==> config.mk <==
export PLATFORM = sky130hd
export DESIGN_NAME = led_strip_renderer
export DESIGN_NICKNAME = d
export VERILOG_FILES = /design/src/rtl/pong_led_pkg.sv /design/src/rtl/ws2812_bit_tx.sv /design/src/rtl/led_strip_renderer.sv
export SDC_FILE = /design/constraint.sdc
export NUM_CORES = 1
export LEC_CHECK = 0
export ABC_AREA = 1
export CAP_MARGIN = 10
export CELL_PAD_IN_SITES_DETAIL_PLACEMENT = 0
export CELL_PAD_IN_SITES_GLOBAL_PLACEMENT = 1
export CORE_MARGIN = 2
export CORE_UTILIZATION = 44
export DETAILED_ROUTE_END_ITERATION = 12
export PLACE_DENSITY_LB_ADDON = 0.1
export SETUP_SLACK_MARGIN = 0.05
export SLEW_MARGIN = 20
export SYNTH_ARGS = -nofsm -noshare
export SYNTH_HDL_FRONTEND = slang
export SYNTH_SLANG_ARGS = --single-unit
==> constraint.sdc <==
create_clock -name clk -period 4.6 [get_ports clk]
set_input_delay 1.15 -clock clk [delete_from_list [all_inputs] [get_ports clk]]
set_output_delay 1.15 -clock clk [all_outputs]
set_load 0.05 [all_outputs]
==> src/rtl/pong_led_pkg.sv <==
// Shared FSM encoding, default timing and colour expansion for the LED strip renderer.
// Define LED_DIM_EN to expand each channel at quarter brightness ({n,n} >> 2).
package pong_led_pkg;

  localparam int NUM_LEDS_DEF = 300;
  localparam int T_BIT_DEF    = 125;
  localparam int T0H_DEF      = 40;
  localparam int T1H_DEF      = 80;
  localparam int T_RES_DEF    = 6000;

  typedef enum logic [2:0] {
    IDLE,
    LATCH,
    LOAD,
    BIT_HI,
    BIT_LO
  } state_t;

  function automatic logic [7:0] expandChan(input logic [3:0] n);
`ifdef LED_DIM_EN
    expandChan = {2'b00, n, n[3:2]};
`else
    expandChan = {n, n};
`endif
  endfunction

  // RGB 4:4:4 in, strip word out in G,R,B order
  function automatic logic [23:0] expandColour(input logic [11:0] c);
    expandColour = {expandChan(c[7:4]), expandChan(c[11:8]), expandChan(c[3:0])};
  endfunction

endpackage

==> src/rtl/ws2812_bit_tx.sv <==
// Serialises one 24-bit pixel word MSB first with WS2812 high/low bit timing.
// The last bit is one clock short so the caller's load cycle completes its period.
module ws2812_bit_tx
  import pong_led_pkg::*;
#(
  parameter int T_BIT = T_BIT_DEF,
  parameter int T0H   = T0H_DEF,
  parameter int T1H   = T1H_DEF
) (
  input  logic        clk,
  input  logic        reset,
  input  logic        i_pixel_load,
  input  logic [23:0] i_pixel_word,
  output logic        o_dout,
  output logic        o_hi_last,
  output logic        o_bit_done,
  output logic        o_pixel_ready
);

  localparam logic [15:0] L_BIT_END  = 16'(T_BIT - 1);
  localparam logic [15:0] L_LAST_END = 16'(T_BIT - 2);
  localparam logic [15:0] L_T0H      = 16'(T0H);
  localparam logic [15:0] L_T1H      = 16'(T1H);

  logic [23:0] r_shift;
  logic [4:0]  r_bitIdx;
  logic [15:0] r_timer;
  logic        r_active;

  logic [15:0] w_highLen;
  logic        w_lastBit;
  logic        w_bitEnd;

  assign w_highLen = r_shift[23] ? L_T1H : L_T0H;
  assign w_lastBit = (r_bitIdx == 5'd23);
  assign w_bitEnd  = r_active && (r_timer == (w_lastBit ? L_LAST_END : L_BIT_END));

  always_ff @(posedge clk) begin
    if (reset) begin
      r_shift  <= 24'h000000;
      r_bitIdx <= 5'd0;
      r_timer  <= 16'd0;
      r_active <= 1'b0;
    end else if (i_pixel_load) begin
      r_shift  <= i_pixel_word;
      r_bitIdx <= 5'd0;
      r_timer  <= 16'd0;
      r_active <= 1'b1;
    end else if (w_bitEnd) begin
      r_timer <= 16'd0;
      if (w_lastBit) begin
        r_active <= 1'b0;
      end else begin
        r_shift  <= {r_shift[22:0], 1'b0};
        r_bitIdx <= r_bitIdx + 5'd1;
      end
    end else if (r_active) begin
      r_timer <= r_timer + 16'd1;
    end
  end

  assign o_dout        = r_active && (r_timer < w_highLen);
  assign o_hi_last     = r_active && (r_timer == (w_highLen - 16'd1));
  assign o_bit_done    = w_bitEnd && !w_lastBit;
  assign o_pixel_ready = w_bitEnd && w_lastBit;

endmodule

==> src/rtl/led_strip_renderer.sv <==
// Renders four sprites onto a WS2812 strip: frame FSM, pixel counter, input snapshot and colour mux.
// Define LED_DIM_EN (see pong_led_pkg) for quarter-brightness output.
module led_strip_renderer
  import pong_led_pkg::*;
#(
  parameter int NUM_LEDS = NUM_LEDS_DEF,
  parameter int T_BIT    = T_BIT_DEF,
  parameter int T0H      = T0H_DEF,
  parameter int T1H      = T1H_DEF,
  parameter int T_RES    = T_RES_DEF
) (
  input  logic        clk,
  input  logic        reset,
  input  logic [8:0]  ball,
  input  logic [8:0]  player1,
  input  logic [8:0]  player2,
  input  logic [8:0]  player3,
  input  logic [11:0] swb,
  input  logic [11:0] sw1,
  input  logic [11:0] sw2,
  input  logic [11:0] sw3,
  output logic        led_dout,
  output logic        frame_start,
  output logic        frame_done,
  output logic        busy
);

  localparam logic [9:0]  LAST_PIX  = 10'(NUM_LEDS - 1);
  localparam logic [15:0] LATCH_END = 16'(T_RES - 1);

  state_t r_state;
  state_t w_next;

  logic [15:0] r_latchCnt;
  logic [9:0]  r_pixel;
  logic [8:0]  r_ball, r_p1, r_p2, r_p3;
  logic [11:0] r_swb, r_sw1, r_sw2, r_sw3;
  logic        r_ledDout, r_frameStart, r_frameDone, r_busy;

  logic        w_load, w_startFrame, w_endFrame, w_nextPixel;
  logic        w_txDout, w_txHiLast, w_txBitDone, w_txPixelReady;
  logic [11:0] w_colour;
  logic [23:0] w_word;

  always_ff @(posedge clk) begin
    if (reset) r_state <= IDLE;
    else       r_state <= w_next;
  end

  always_comb begin
    w_next = r_state;
    case (r_state)
      IDLE:    w_next = LATCH;
      LATCH:   if (r_latchCnt == LATCH_END) w_next = LOAD;
      LOAD:    w_next = BIT_HI;
      BIT_HI:  if (w_txHiLast) w_next = BIT_LO;
      BIT_LO: begin
        if (w_txBitDone)         w_next = BIT_HI;
        else if (w_txPixelReady) w_next = (r_pixel == LAST_PIX) ? LATCH : LOAD;
      end
      default: w_next = IDLE;
    endcase
  end

  always_comb begin
    w_load       = (r_state == LOAD);
    w_startFrame = (r_state == LATCH)  && (w_next == LOAD);
    w_endFrame   = (r_state == BIT_LO) && (w_next == LATCH);
    w_nextPixel  = (r_state == BIT_LO) && (w_next == LOAD);
  end

  always_ff @(posedge clk) begin
    if (reset) begin
      r_latchCnt   <= 16'd0;
      r_pixel      <= 10'd0;
      r_ledDout    <= 1'b0;
      r_frameStart <= 1'b0;
      r_frameDone  <= 1'b0;
      r_busy       <= 1'b0;
      r_ball <= 9'd0;  r_p1  <= 9'd0;  r_p2  <= 9'd0;  r_p3  <= 9'd0;
      r_swb  <= 12'h0; r_sw1 <= 12'h0; r_sw2 <= 12'h0; r_sw3 <= 12'h0;
    end else begin
      r_ledDout    <= w_txDout;
      r_frameStart <= w_startFrame;
      r_frameDone  <= w_endFrame;
      // busy stays up through the frame_done cycle, then drops
      if (w_startFrame)     r_busy <= 1'b1;
      else if (r_frameDone) r_busy <= 1'b0;
      r_latchCnt <= (r_state == LATCH && w_next == LATCH) ? r_latchCnt + 16'd1 : 16'd0;
      if (w_endFrame)       r_pixel <= 10'd0;
      else if (w_nextPixel) r_pixel <= r_pixel + 10'd1;
      if (w_startFrame) begin
        r_ball <= ball;  r_p1  <= player1; r_p2  <= player2; r_p3  <= player3;
        r_swb  <= swb;   r_sw1 <= sw1;     r_sw2 <= sw2;     r_sw3 <= sw3;
      end
    end
  end

  // The pixel counter never reaches NUM_LEDS, so out-of-range indices never match
  always_comb begin
    w_colour = 12'h000;
    if      ({1'b0, r_ball} == r_pixel) w_colour = r_swb;
    else if ({1'b0, r_p1}   == r_pixel) w_colour = r_sw1;
    else if ({1'b0, r_p2}   == r_pixel) w_colour = r_sw2;
    else if ({1'b0, r_p3}   == r_pixel) w_colour = r_sw3;
  end

  assign w_word = expandColour(w_colour);

  ws2812_bit_tx #(
    .T_BIT(T_BIT),
    .T0H  (T0H),
    .T1H  (T1H)
  ) u_bitTx (
    .clk          (clk),
    .reset        (reset),
    .i_pixel_load (w_load),
    .i_pixel_word (w_word),
    .o_dout       (w_txDout),
    .o_hi_last    (w_txHiLast),
    .o_bit_done   (w_txBitDone),
    .o_pixel_ready(w_txPixelReady)
  );

  assign led_dout    = r_ledDout;
  assign frame_start = r_frameStart;
  assign frame_done  = r_frameDone;
  assign busy        = r_busy;

endmodule

=== Yosys cells after proc, flatten, opt, wreduce, memory -nomap -nowiden ===
Cells that the tools add are included.

* Register bits: 163
* Output and inout bits: 4

* Add/subtract/negate cells: 5
* $lt $le $gt $ge: 1
* Equality and inequality tests: 16
* Multiplexer cells: 20
* Bitwise gates (word level): 2
* Reduce and logical (&&, ||, !) cells: 21

{| class="wikitable"
|+ Operator list
! cell !! number
|-
| 24-bit two-way mux || 3
|-
| 12-bit two-way mux || 4
|-
| 9-bit by 10-bit == test with 1-bit output || 4
|-
| 16-bit by 1-bit adder with 16-bit output, second input constant || 2
|-
| 16-bit == test || 2
|-
| 16-bit by 13-bit == test with 1-bit output, second input constant || 1
|-
| 16-bit less-than comparator || 1
|-
| 16-bit by 1-bit subtractor with 16-bit output, second input constant || 1
|-
| 3-bit two-way mux || 5
|-
| 3-bit one-hot mux with 5 select lines || 1
|-
| 10-bit by 1-bit adder with 10-bit output, second input constant || 1
|-
| 10-bit by 9-bit == test with 1-bit output, second input constant || 1
|-
| 3-bit by 2-bit == test with 1-bit output, second input constant || 3
|-
| 1-bit logical AND || 9
|-
| 7-bit two-way mux || 1
|-
| 3-bit by 1-bit == test with 1-bit output, second input constant || 2
|-
| 2-bit AND reduction || 3
|-
| 2-bit nonzero test || 3
|-
| 2-bit OR reduction || 3
|-
| 5-bit by 1-bit adder with 5-bit output, second input constant || 1
|-
| 5-bit == test, second input constant || 1
|-
| 1-bit two-way mux || 5
|-
| 3-bit == test, second input constant || 1
|-
| 3-bit logical NOT || 1
|-
| 5 further kinds || 6
|}

=== Depth between registers and ports, before layout ===
* Depth after elaboration: 12
* Depth in mapped cells: 16
* Depth with buffers taken out: 14

=== Hierarchy ===
Synthesis repeated with hierarchy kept, for this count alone.

* Cells, all modules: 1151
* Area, all modules: 8129.0 sq um

{| class="wikitable"
|+ By module, submodules not included
! module !! times used !! cells an instance !! area each (sq um)
|-
| led_strip_renderer || 1 || 776 || 5655.4
|-
| ws2812_bit_tx || 1 || 375 || 2473.6
|}

=== Least setup slack after synthesis ===
Ideal clock, no wire load.

* Kind: input to register
* From: in reset
* To: reg r_latchCnt[7]
* Setup time: 0.080 ns
* Data arrival time: 2.148 ns
* Path slack: 2.372 ns
* Cell stages on the path: 6
* Buffers on the path: 3
* Path through: clkbuf_1 -> inv_1 -> clkbuf_1 -> nand2_1 -> buf_2 -> nor3b_1

* Longest elaborated chain between the ends: 1

{| class="wikitable"
|+ RTL lines
! element !! RTL line !! text
|-
| from (decl) || led_strip_renderer.sv:13 || <nowiki>input logic reset,</nowiki>
|-
| 2-bit OR reduction (no source line) || n/a ||
|-
| to (signal assigned) || led_strip_renderer.sv:89 || <nowiki>r_latchCnt <= (r_state == LATCH && w_next == LATCH) ? r_latchCnt + 16'd1 : 16'd0;</nowiki>
|-
| to (decl) || led_strip_renderer.sv:34 || <nowiki>logic [15:0] r_latchCnt;</nowiki>
|}

Every way passes these cells.
A chain may end at the register's enable or synchronous reset.

=== Final worst setup path ===
* From: reg r_pixel[6]
* To: reg u_bitTx.r_shift[1]

* Longest elaborated chain between the ends: 6

{| class="wikitable"
|+ RTL lines
! element !! RTL line !! text
|-
| from (decl) || led_strip_renderer.sv:35 || <nowiki>logic [9:0] r_pixel;</nowiki>
|-
| from (signal assigned) || led_strip_renderer.sv:91 || <nowiki>else if (w_nextPixel) r_pixel <= r_pixel + 10'd1;</nowiki>
|-
| 9-bit by 10-bit == test with 1-bit output || led_strip_renderer.sv:105 || <nowiki>else if ({1'b0, r_p3} == r_pixel) w_colour = r_sw3;</nowiki>
|-
| 12-bit two-way mux || led_strip_renderer.sv:105 ||
|-
| 12-bit two-way mux || led_strip_renderer.sv:104 || <nowiki>else if ({1'b0, r_p2} == r_pixel) w_colour = r_sw2;</nowiki>
|-
| 12-bit two-way mux || led_strip_renderer.sv:103 || <nowiki>else if ({1'b0, r_p1} == r_pixel) w_colour = r_sw1;</nowiki>
|-
| 12-bit two-way mux * || led_strip_renderer.sv:102 || <nowiki>if ({1'b0, r_ball} == r_pixel) w_colour = r_swb;</nowiki>
|-
| 24-bit two-way mux * || ws2812_bit_tx.sv:44 || <nowiki>end else if (i_pixel_load) begin</nowiki>
|-
| to (signal assigned) || ws2812_bit_tx.sv:45 || <nowiki>r_shift <= i_pixel_word;</nowiki>
|-
| to (signal assigned) || ws2812_bit_tx.sv:54 || <nowiki>r_shift <= {r_shift[22:0], 1'b0};</nowiki>
|-
| to (decl) || ws2812_bit_tx.sv:25 || <nowiki>logic [23:0] r_shift;</nowiki>
|}

Every way passes the cells marked *; elsewhere a longest branch is shown, timed or not.

==> metrics <==
gr usage total 0.209; WHS Endpoint r_sw3[1]; routability cong. just over 0.8; Clk pin slew, worst setup/hold paths about 0.07 ns; crit-path max FO 13; CP max-delay cell dfxtp_1; worst reg2reg path startpoint r_pixel[6]; clk sink count about 160; clock skew 0.00932 ns; multi-input logic area 3990 sq um; leading area contributor after synthesis dfxtp_1; worst IR drop on VDD ~0.25 mV; Worst Path Arrival 3.20 ns; Resize count post-CTS 0; Worst Path Class, Setup register to register; detailed placer's ending HPWL 14200 um; Initial DRC Count 381; Initial Utilization 0.452; core area 18100 sq um; DRC Markers 0; Ports 90; Synth Net Count 1233; Die H between 100 and 150 um; crit path buf inv count 1; antenna violations before repair 0; unrepaired setup endpoints after global routing no; Synth Warn # 0; final hold violation count 0; period utilisation layout 0.629; FF-to-FF setup slack 1.70 ns; CP Data Required Time a little under 5 ns; CTS tree done; Startpoint Class register; grt ovf 0; worst-skew pair later-pin latency 0.43 ns; WP depth 13; setup tns final 0 ns; post-synth top area share 0.399; Cell Rows 49; synthesized cell area ~8200 sq um; sequential cell area 3260 sq um; CTS H-tree depth 4; delay-heaviest family, CP simple AND/OR/NAND/NOR gates; n_diodes 0; antenna viol nets, final 0; first drt pass iteration count 5; power per cell area 313 nW/um^2; worst-margin pin slew between 0.8 and 0.9 ns; max_cap viols 0; CTS Buf Count 17; Post-Route WL around 20000 um; die area about 20000 sq um; average routed wire per standard cell between 10 and 15 um; Vias per Instance approximately 5.0; largest net degree at the start of global routing between 80 and 90; post-CTS setup repair buffer count 0; minimum clock period roughly 2.9 ns; CTS Buffer Depth 2; Layout area overhead 18.8%; HP Class register to register; CP Cell Sequence inv_1, nand2_1, nand2_1, nor2_1, nand2_1, nor2_2, nand2_1, nand3_1, nand2_1, nand2_1, nand2_1, nand2_1, a21oi_1; Final #Nets around 1300; synth top area cells dfxtp_1, nand2_1, o21ai_0; synthesized instance count 1139; hold_sp r_sw3[1]; R2R depth 13; hold path cells 2; Total Power 3040 uW; Port Buffers ~90; vias in the first global route approximately 6800; Avg Synthesized Cell Area about 7.2 sq um; Die X around 140 um; reg2reg end u_bitTx.r_shift[1]; #FFs+latches synth about 160; Hold-fix buffers, CTS 0; slowest stage delay, CP 0.60 ns; crit path capture type register; via count roughly 7200; LEAKAGE 0.00379 uW; Final Setup Violations 0; share of layout cells above drive strength 1 0.112; library cells used by synthesis 43; status finished, final reports clean; CTS root buffer clkbuf_16; Filler cells roughly 1800; Final Max Slew Viols 0; Fmax achieved 345 MHz; Seq/Total Area, Yosys 0.399; Crit path top cell by count nand2_1; first-pass GRT wire length between 30000 and 40000 um; Slew HR 0.422
cells in the final DEF (no fill, tap or decap), types with 5 or more instances in the layout:
cell	instances
a21oi_2	9
buf_4	5
ha_1	8
xnor2_1	8
inv_2	27
o21ai_1	16
nor3_1	13
nand3_1	55
nand4_1	12
nor3b_1	5
nor3_2	6
dfxtp_1	163
nor2_1	72
clkdlybuf4s50_1	89
o21ai_0	133
nor2_2	8
inv_1	132
clkinvlp_4	5
nand3_2	22
nor2_4	5
a21oi_1	131
clkbuf_16	17
xor2_1	21
nand2_1	200
nand2_2	5
worst min-delay path, cell delays in order (launching register included):
cell and delay, ns:
dfxtp_1 0.31, inv_1 0.05, a21oi_1 0.04
flip-flops by register name, summed over array words and instances (netlist names), 10 cells and up:
signal	flops
r_pixel	10
r_sw2	12
r_sw1	12
u_bitTx.r_timer	16
r_latchCnt	16
r_swb	12
u_bitTx.r_shift	24
r_sw3	12
area by class of cell:
class / instances / share of cell area
clock buffer: 19 / 0.0466
tap: 229 / 0.0295
multi-input combinational: 753 / 0.410
clock inverter: 13 / 0.0179
inverter: 161 / 0.0627
timing repair buffer: 95 / 0.0976
sequential: 163 / 0.336
how the worst max path moves through the flow:
stage,startpoint,end
global placement,reset,r_latchCnt[3]
finish,r_pixel[6],u_bitTx.r_shift[1]
global route,r_pixel[6],u_bitTx.r_shift[1]
CTS,r_pixel[6],u_bitTx.r_shift[1]
floorplan,reset,r_latchCnt[7]
detailed placement,reset,r_latchCnt[4]
cells in the mapped netlist (all sizes together):
library cell	instances
nand2	208
dfxtp	163
inv	161
o21ai	150
a21oi	140
nor2	87
nand3	79
clkbuf	32
buf	30
xor2	21
nor3	19
nand4	13
ha	8
xnor2	8
nor3b	7
and3	3
nor4	2
o21a	2
a21boi	1
a31oi	1
nand3b	1
o221ai	1
o22ai	1
or2	1
report_power, final:
part           internal, uW  switching (uW)  leakage [uW]
Combinational          76.0            48.1       0.00218
Clock                   892             613      0.000291
Sequential             1410            1.87       0.00131
routing by layer:
layer	share of wire	track usage	wire length (um)	up-vias
li1	-	-	-	3806
met5	0	0	0	-
met4	0.015	0.0622	302	0
met3	0.031	0.0393	616	20
met2	0.45	0.329	8970	138
met1	0.50	0.292	9900	3195
metrics by stage:
step	utilization	instances	setup WS (ns)	hold WS, ns	area [sq um]
finish	0.537	1433	1.70	0.446	9720
global route	0.537	1433	1.42	0.467	9720
CTS	0.537	1433	1.73	0.447	9720
detailed placement	0.503	1401	1.55	0.437	9090
global placement	0.503	1401	1.58	0.430	9090
floorplan	-	1139	2.37	0.418	8180
cell families after synthesis:
group,after synthesis,share of synthesized area
AND/OR/NAND/NOR,420,0.255
adder cells (fa/ha/maj),8,0.0122
AO/OA/AOI/OAI,296,0.188
XOR/XNOR,29,0.0310
flip-flops,163,0.399
buffers and inverters,223,0.115
Power figures use the tool's default switching activity.
